==> config.mk <==
export PLATFORM = sky130hd
export DESIGN_NAME = rtc_multi_alarm
export DESIGN_NICKNAME = d
export VERILOG_FILES = /design/src/rtl/rtc_multi_alarm.sv
export SDC_FILE = /design/constraint.sdc
export NUM_CORES = 1
export LEC_CHECK = 0
export ABC_AREA = 1
export CAP_MARGIN = 20
export CORE_ASPECT_RATIO = 1.1
export CORE_MARGIN = 3
export CORE_UTILIZATION = 51
export DETAILED_ROUTE_END_ITERATION = 6
export GPL_TIMING_DRIVEN = 0
export HOLD_SLACK_MARGIN = 0.15
export PLACE_DENSITY = 0.76
export SYNTH_ARGS = -nofsm -noshare
export SYNTH_HDL_FRONTEND = slang
export SYNTH_SLANG_ARGS = --single-unit
export TNS_END_PERCENT = 50
==> constraint.sdc <==
create_clock -name clk -period 2.8 [get_ports clk]
set_input_delay 0.56 -clock clk [delete_from_list [all_inputs] [get_ports clk]]
set_output_delay 0.56 -clock clk [all_outputs]
set_load 0.05 [all_outputs]
==> src/rtl/rtc_multi_alarm.sv <==
// 24h real-time clock with 1 Hz prescaler, NUM_ALARMS alarm slots,
// snooze and ring auto-timeout.
module rtc_multi_alarm #(
  parameter int unsigned CLK_HZ     = 4,
  parameter int unsigned NUM_ALARMS = 4,
  parameter int unsigned SNOOZE_S   = 300,
  parameter int unsigned RING_S     = 60,
  localparam int unsigned AW = (NUM_ALARMS > 1) ? $clog2(NUM_ALARMS) : 1
) (
  input  logic          clk,
  input  logic          rst,
  input  logic          set_time,
  input  logic [4:0]    set_hh,
  input  logic [5:0]    set_mm,
  input  logic [5:0]    set_ss,
  input  logic          alm_wr,
  input  logic [AW-1:0] alm_idx,
  input  logic          alm_en,
  input  logic [4:0]    alm_hh,
  input  logic [5:0]    alm_mm,
  input  logic          snooze,
  input  logic          dismiss,
  output logic [4:0]    hh,
  output logic [5:0]    mm,
  output logic [5:0]    ss,
  output logic          sec_tick,
  output logic          alarm,
  output logic [AW-1:0] alarm_id,
  output logic          snoozed
);

  localparam int unsigned PW = $clog2(CLK_HZ);
  localparam int unsigned RW = $clog2(RING_S + 1);
  localparam int unsigned SW = $clog2(SNOOZE_S + 1);

  localparam logic [1:0] IDLE    = 2'd0;
  localparam logic [1:0] RINGING = 2'd1;
  localparam logic [1:0] SNOOZED = 2'd2;

  logic [PW-1:0] presc;
  logic          tick;
  logic          set_ok;
  logic          alm_ok;
  logic          adv;

  logic [4:0]    hh_inc;
  logic [5:0]    mm_inc;
  logic [5:0]    ss_inc;

  logic          slot_en [NUM_ALARMS];
  logic [4:0]    slot_hh [NUM_ALARMS];
  logic [5:0]    slot_mm [NUM_ALARMS];

  logic          match;
  logic [AW-1:0] match_idx;

  logic [1:0]    state;
  logic [1:0]    state_n;
  logic [RW-1:0] ring_cnt;
  logic [RW-1:0] ring_n;
  logic [SW-1:0] snz_cnt;
  logic [SW-1:0] snz_n;
  logic [AW-1:0] id_n;

  assign tick   = (presc == PW'(CLK_HZ - 1));
  assign set_ok = set_time && (set_hh <= 5'd23) && (set_mm <= 6'd59) && (set_ss <= 6'd59);
  assign alm_ok = alm_wr && (alm_hh <= 5'd23) && (alm_mm <= 6'd59) &&
                  (32'(alm_idx) < NUM_ALARMS);
  // A valid time load suppresses the coincident second advance.
  assign adv    = tick && !set_ok;

  // Time one second ahead of the current time, with carries.
  always_comb begin
    ss_inc = ss + 6'd1;
    mm_inc = mm;
    hh_inc = hh;
    if (ss == 6'd59) begin
      ss_inc = 6'd0;
      mm_inc = mm + 6'd1;
      if (mm == 6'd59) begin
        mm_inc = 6'd0;
        hh_inc = (hh == 5'd23) ? 5'd0 : hh + 5'd1;
      end
    end
  end

  // Alarm match against the time about to be entered; lowest index wins.
  always_comb begin
    match     = 1'b0;
    match_idx = '0;
    for (int i = int'(NUM_ALARMS) - 1; i >= 0; i--) begin
      if (adv && (ss_inc == 6'd0) && slot_en[i] &&
          (slot_hh[i] == hh_inc) && (slot_mm[i] == mm_inc)) begin
        match     = 1'b1;
        match_idx = AW'(i);
      end
    end
  end

  // Prescaler and time-of-day registers.
  always_ff @(posedge clk or posedge rst) begin
    if (rst) begin
      presc    <= '0;
      hh       <= '0;
      mm       <= '0;
      ss       <= '0;
      sec_tick <= 1'b0;
    end else if (set_ok) begin
      presc    <= '0;
      hh       <= set_hh;
      mm       <= set_mm;
      ss       <= set_ss;
      sec_tick <= 1'b0;
    end else if (tick) begin
      presc    <= '0;
      hh       <= hh_inc;
      mm       <= mm_inc;
      ss       <= ss_inc;
      sec_tick <= 1'b1;
    end else begin
      presc    <= presc + PW'(1);
      sec_tick <= 1'b0;
    end
  end

  // Alarm slot storage.
  always_ff @(posedge clk or posedge rst) begin
    if (rst) begin
      for (int unsigned i = 0; i < NUM_ALARMS; i++) begin
        slot_en[i] <= 1'b0;
        slot_hh[i] <= '0;
        slot_mm[i] <= '0;
      end
    end else begin
      for (int unsigned i = 0; i < NUM_ALARMS; i++) begin
        if (alm_ok && (alm_idx == AW'(i))) begin
          slot_en[i] <= alm_en;
          slot_hh[i] <= alm_hh;
          slot_mm[i] <= alm_mm;
        end
      end
    end
  end

  // Alarm FSM next state: dismiss beats snooze beats per-second timing.
  always_comb begin
    state_n = state;
    ring_n  = ring_cnt;
    snz_n   = snz_cnt;
    id_n    = alarm_id;
    case (state)
      IDLE: begin
        if (match) begin
          state_n = RINGING;
          ring_n  = '0;
          id_n    = match_idx;
        end
      end
      RINGING: begin
        if (dismiss) begin
          state_n = IDLE;
        end else if (snooze) begin
          state_n = SNOOZED;
          snz_n   = SW'(SNOOZE_S);
        end else if (adv) begin
          ring_n = ring_cnt + RW'(1);
          if (ring_n == RW'(RING_S)) state_n = IDLE;
        end
      end
      SNOOZED: begin
        if (dismiss) begin
          state_n = IDLE;
        end else if (adv) begin
          snz_n = snz_cnt - SW'(1);
          if (snz_cnt == SW'(1)) begin
            state_n = RINGING;
            ring_n  = '0;
          end
        end
      end
      default: state_n = IDLE;
    endcase
    if (state_n == IDLE) id_n = '0;
  end

  // FSM state and registered alarm outputs.
  always_ff @(posedge clk or posedge rst) begin
    if (rst) begin
      state    <= IDLE;
      ring_cnt <= '0;
      snz_cnt  <= '0;
      alarm_id <= '0;
      alarm    <= 1'b0;
      snoozed  <= 1'b0;
    end else begin
      state    <= state_n;
      ring_cnt <= ring_n;
      snz_cnt  <= snz_n;
      alarm_id <= id_n;
      alarm    <= (state_n == RINGING);
      snoozed  <= (state_n == SNOOZED);
    end
  end

endmodule

==> metrics.md <==
| Metric | Value |
|---|---|
| Post-Route Setup TNS | 0 ps |
| Pleak | around 3.3 nW |
| CP Class | reg2reg |
| Worst hold path class | in2async |
| Crit-path most repeated cell | nand2_1 |
| M1 wire length | roughly 6.6 mm |
| RSZ-0062 raised after global routing | false |
| Die width | 103 um |
| CTS H-tree lvls | 3 |
| GPL Wtd Cong | between 0.9 and 1 |
| Met3 wire len | 827 um |
| Synth Instances | 742 |
| Nets | ~860 |
| # clock sinks | around 90 |
| Initial antenna violation count | 0 |
| CP Cell Sequence | ha_2 -> nand3_1 -> nor2_4 -> nand2_4 -> o21ai_2 -> nand3_2 -> nand2_1 -> nand2_1 -> nor2_1 -> nand3_1 -> nand2_2 -> inv_2 -> nand2_4 -> nand2_4 -> nand2_1 -> nand2_1 |
| Register bit total from synthesis | 89 |
| Clock Path Buffers | 2 |
| N_diodes | 0 |
| Worst-Skew Late Latency | 380 ps |
| Power Dens Cells | between 700 and 800 mW/mm2 |
| Yosys synthesis warning count | 0 |
| Avg WL per Cell | 15.5 um |
| Vias | 5224 |
| Most frequent cell after synthesis | nand2_1 |
| Fmax | around 390 MHz |
| Final Core Density | between 60 and 70% |
| Clock slew at reported path FFs | 100 ps |
| Fill count | 836 |
| Crit end category | register |
| Syn avg cell area | 7.15 um2 |
| Asr flop ratio synth | 100% |
| Detailed-router iteration count before antenna repair | 5 |
| Max Cap Viol | 0 |
| Ys flop type | dfrtp_1 |
| Hold bufs inserted after CTS | 0 |
| Uppermost layer routed | met4 |
| Slew HR | 32.2% |
| Vias in the first global route | between 5000 and 6000 |
| Clock skew | 15.9 ps |
| Antenna Nets Post-Route | 0 |
| Drt first-iter violations | 459 |
| CP Max Fanout | 8 |
| Io pins | ~60 |
| Num CTS Buffers | 9 |
| Clk root buf | clkbuf_8 |
| Slowest CP cell | dfrtp_2 |
| Largest area contributor in the netlist | dfrtp_1 |
| GRT overflow | 0 |
| Dpl ws | -349 ps |
| Required @ worst endpoint | roughly 3100 ps |
| Core Rows | 38 |
| Via/cell ratio | 5.53 |
| Worst setup SP type | register |
| Tcrit/Tclk final | between 90 and 100% |
| Largest net degree at the start of global routing | 43 |
| Starting Density | 53.1% |
| Setup WS post-layout | 221 ps |
| Total core area | 0.00998 mm2 |
| Final setup vio count | 0 |
| Seq/Total Area, Yosys | 42.0% |
| Peak VDD IR | 0.000392 V |
| Slew @ Worst Pin | 1020 ps |
| Fin. Hold Viols | 0 |
| Final total power | 0.00476 W |
| Status | finished, final reports clean |
| EDFF count, synth | 0 |
| First-pass GRT wire length | ~24 mm |
| Drt drc | 0 |
| Cell Area, Synth | 0.00531 mm2 |
| Share of cells above drive strength 1 | 9.22% |
| Die Span Y | 113 um |
| Synth cell types | 32 |
| Commonest cells post-synth | nand2_1, inv_1, dfrtp_1 |
| DRT Wirelength | 14.7 mm |
| Area grow syn2layout | 20.8% |
| Fin crit period | around 2600 ps |
| Syn Nets | 787 |
| DR WL met2 | ~6.8 mm |
| CTS tree | done |
| Worst Path Arrival | 2850 ps |
| Die area | 0.0117 mm2 |
| Slew Viols, Final | 0 |
| IO Port Bufs | 58 |
| Detail Placement HPWL | 11.0 mm |
| Max incr delay on CP | between 400 and 500 ps |
| Top delay family on crit path | simple AND/OR/NAND/NOR gates |
| Yosys top cell area share | 42.0% |
| Total GRT Usage | 26.0% |
| Synth area leaders | dfrtp_1, nand2_1, inv_1 |
| Buf+Inv Stages, Crit Path | 1 |
[kinds of logic (layout without fill, tap and decap cells)]
| logic type | Yosys count | after routing | synth area share, % |
|---|---|---|---|
| fa+ha+maj | 8 | 8 | 1.89 |
| simple gates | 433 | 433 | 36.8 |
| compound gates | 93 | 93 | 10.2 |
| flops | 89 | 89 | 42.0 |
| buf+inv | 114 | 196 | 8.35 |
| xor+xnor | 5 | 5 | 0.825 |
[metal layers]
| metal | vias to the layer above | global-route usage, % |
|---|---|---|
| met5 | - | 0 |
| met4 | 0 | 11.2 |
| met3 | 35 | 4.81 |
| met2 | 178 | 40.7 |
| met1 | 2453 | 35.2 |
| li1 | 2558 | - |
[worst reg2reg max path, delay by kind of cell, from the launching register on]
kind            cells  cell delay (ps)
buf+inv             1               50
simple gates       13             1570
compound gates      1              230
fa+ha+maj           1              230
flops               1              420
[timing repair]
action | CTS | global route
buffers inserted | 0 | 6
setup endpoints to repair | 0 | 12
gates resized for setup | 0 | 17
[state kept, by name, summed over array words and instances, names as in the netlist]
register  cells
snoozed       1
alarm_id      2
slot_en       4
alarm         1
presc         2
slot_mm      24
ss            6
mm            6
sec_tick      1
state         2
ring_cnt      6
snz_cnt       9
slot_hh      20
hh            5
[placed cells by master, fill, tap and decap left out, drive strengths merged]
cell type	netlist	final
dfrtp	89	89
a221oi	1	1
nand4	19	19
buf	2	10
clkinv	1	1
o221ai	11	11
inv	100	102
nand3b	7	7
nor4	2	2
a41oi	1	1
clkinvlp	0	2
bufinv	0	2
o22ai	2	2
clkdlybuf4s50	0	58
nor3	4	4
o21ai	63	63
o2bb2ai	1	1
xor2	5	5
a21oi	9	9
o211ai	4	4
clkbuf	11	21
ha	8	8
a21boi	1	1
nor2	67	67
nand2	261	261
nand3	73	73
[power breakdown]
part	switching [W]	total [W]	internal [W]	leakage [nW]
Sequential	0.000301	0.00183	0.00153	1.11
Combinational	0.00123	0.00189	0.000660	2.04
Clock	0.000502	0.00104	0.000540	0.115
Total	0.00204	0.00476	0.00273	3.27
[area by class of cell]
cell class	count	area, um2	area share (%)
Buffer	13	67.6	1.05
Clock inverter	6	96.3	1.50
Tap cell	120	150	2.34
Timing Repair Buffer	66	666	10.4
Sequential cell	89	2230	34.8
Multi-Input combinational cell	539	2680	41.8
Inverter	101	383	5.97
Clock buffer	10	138	2.15
[final timing paths]
path / from / end / slack, ps / depth (start not counted)
max: mm[0] / ring_cnt[5] / 220 / 16
min: rst / ring_cnt[5] / 460 / 2
max reg2reg: mm[0] / ring_cnt[5] / 220 / 16
min reg2reg: presc[0] / presc[0] / 470 / 1
max in group asynchronous: rst / slot_en[2] / 1850 / 3
min in group clk: presc[0] / presc[0] / 470 / 1
[per-stage QoR]
stage                     cell area (um2)  hold WS, ps  instances
after global placement               6040          426        920
after global routing                 6410          458        944
final                                6410          462        944
after CTS                            6310          457        938
after detailed placement             6080          457        922
after floorplan                      5310          410        742
No activity file was read; power rests on OpenSTA's default activity.
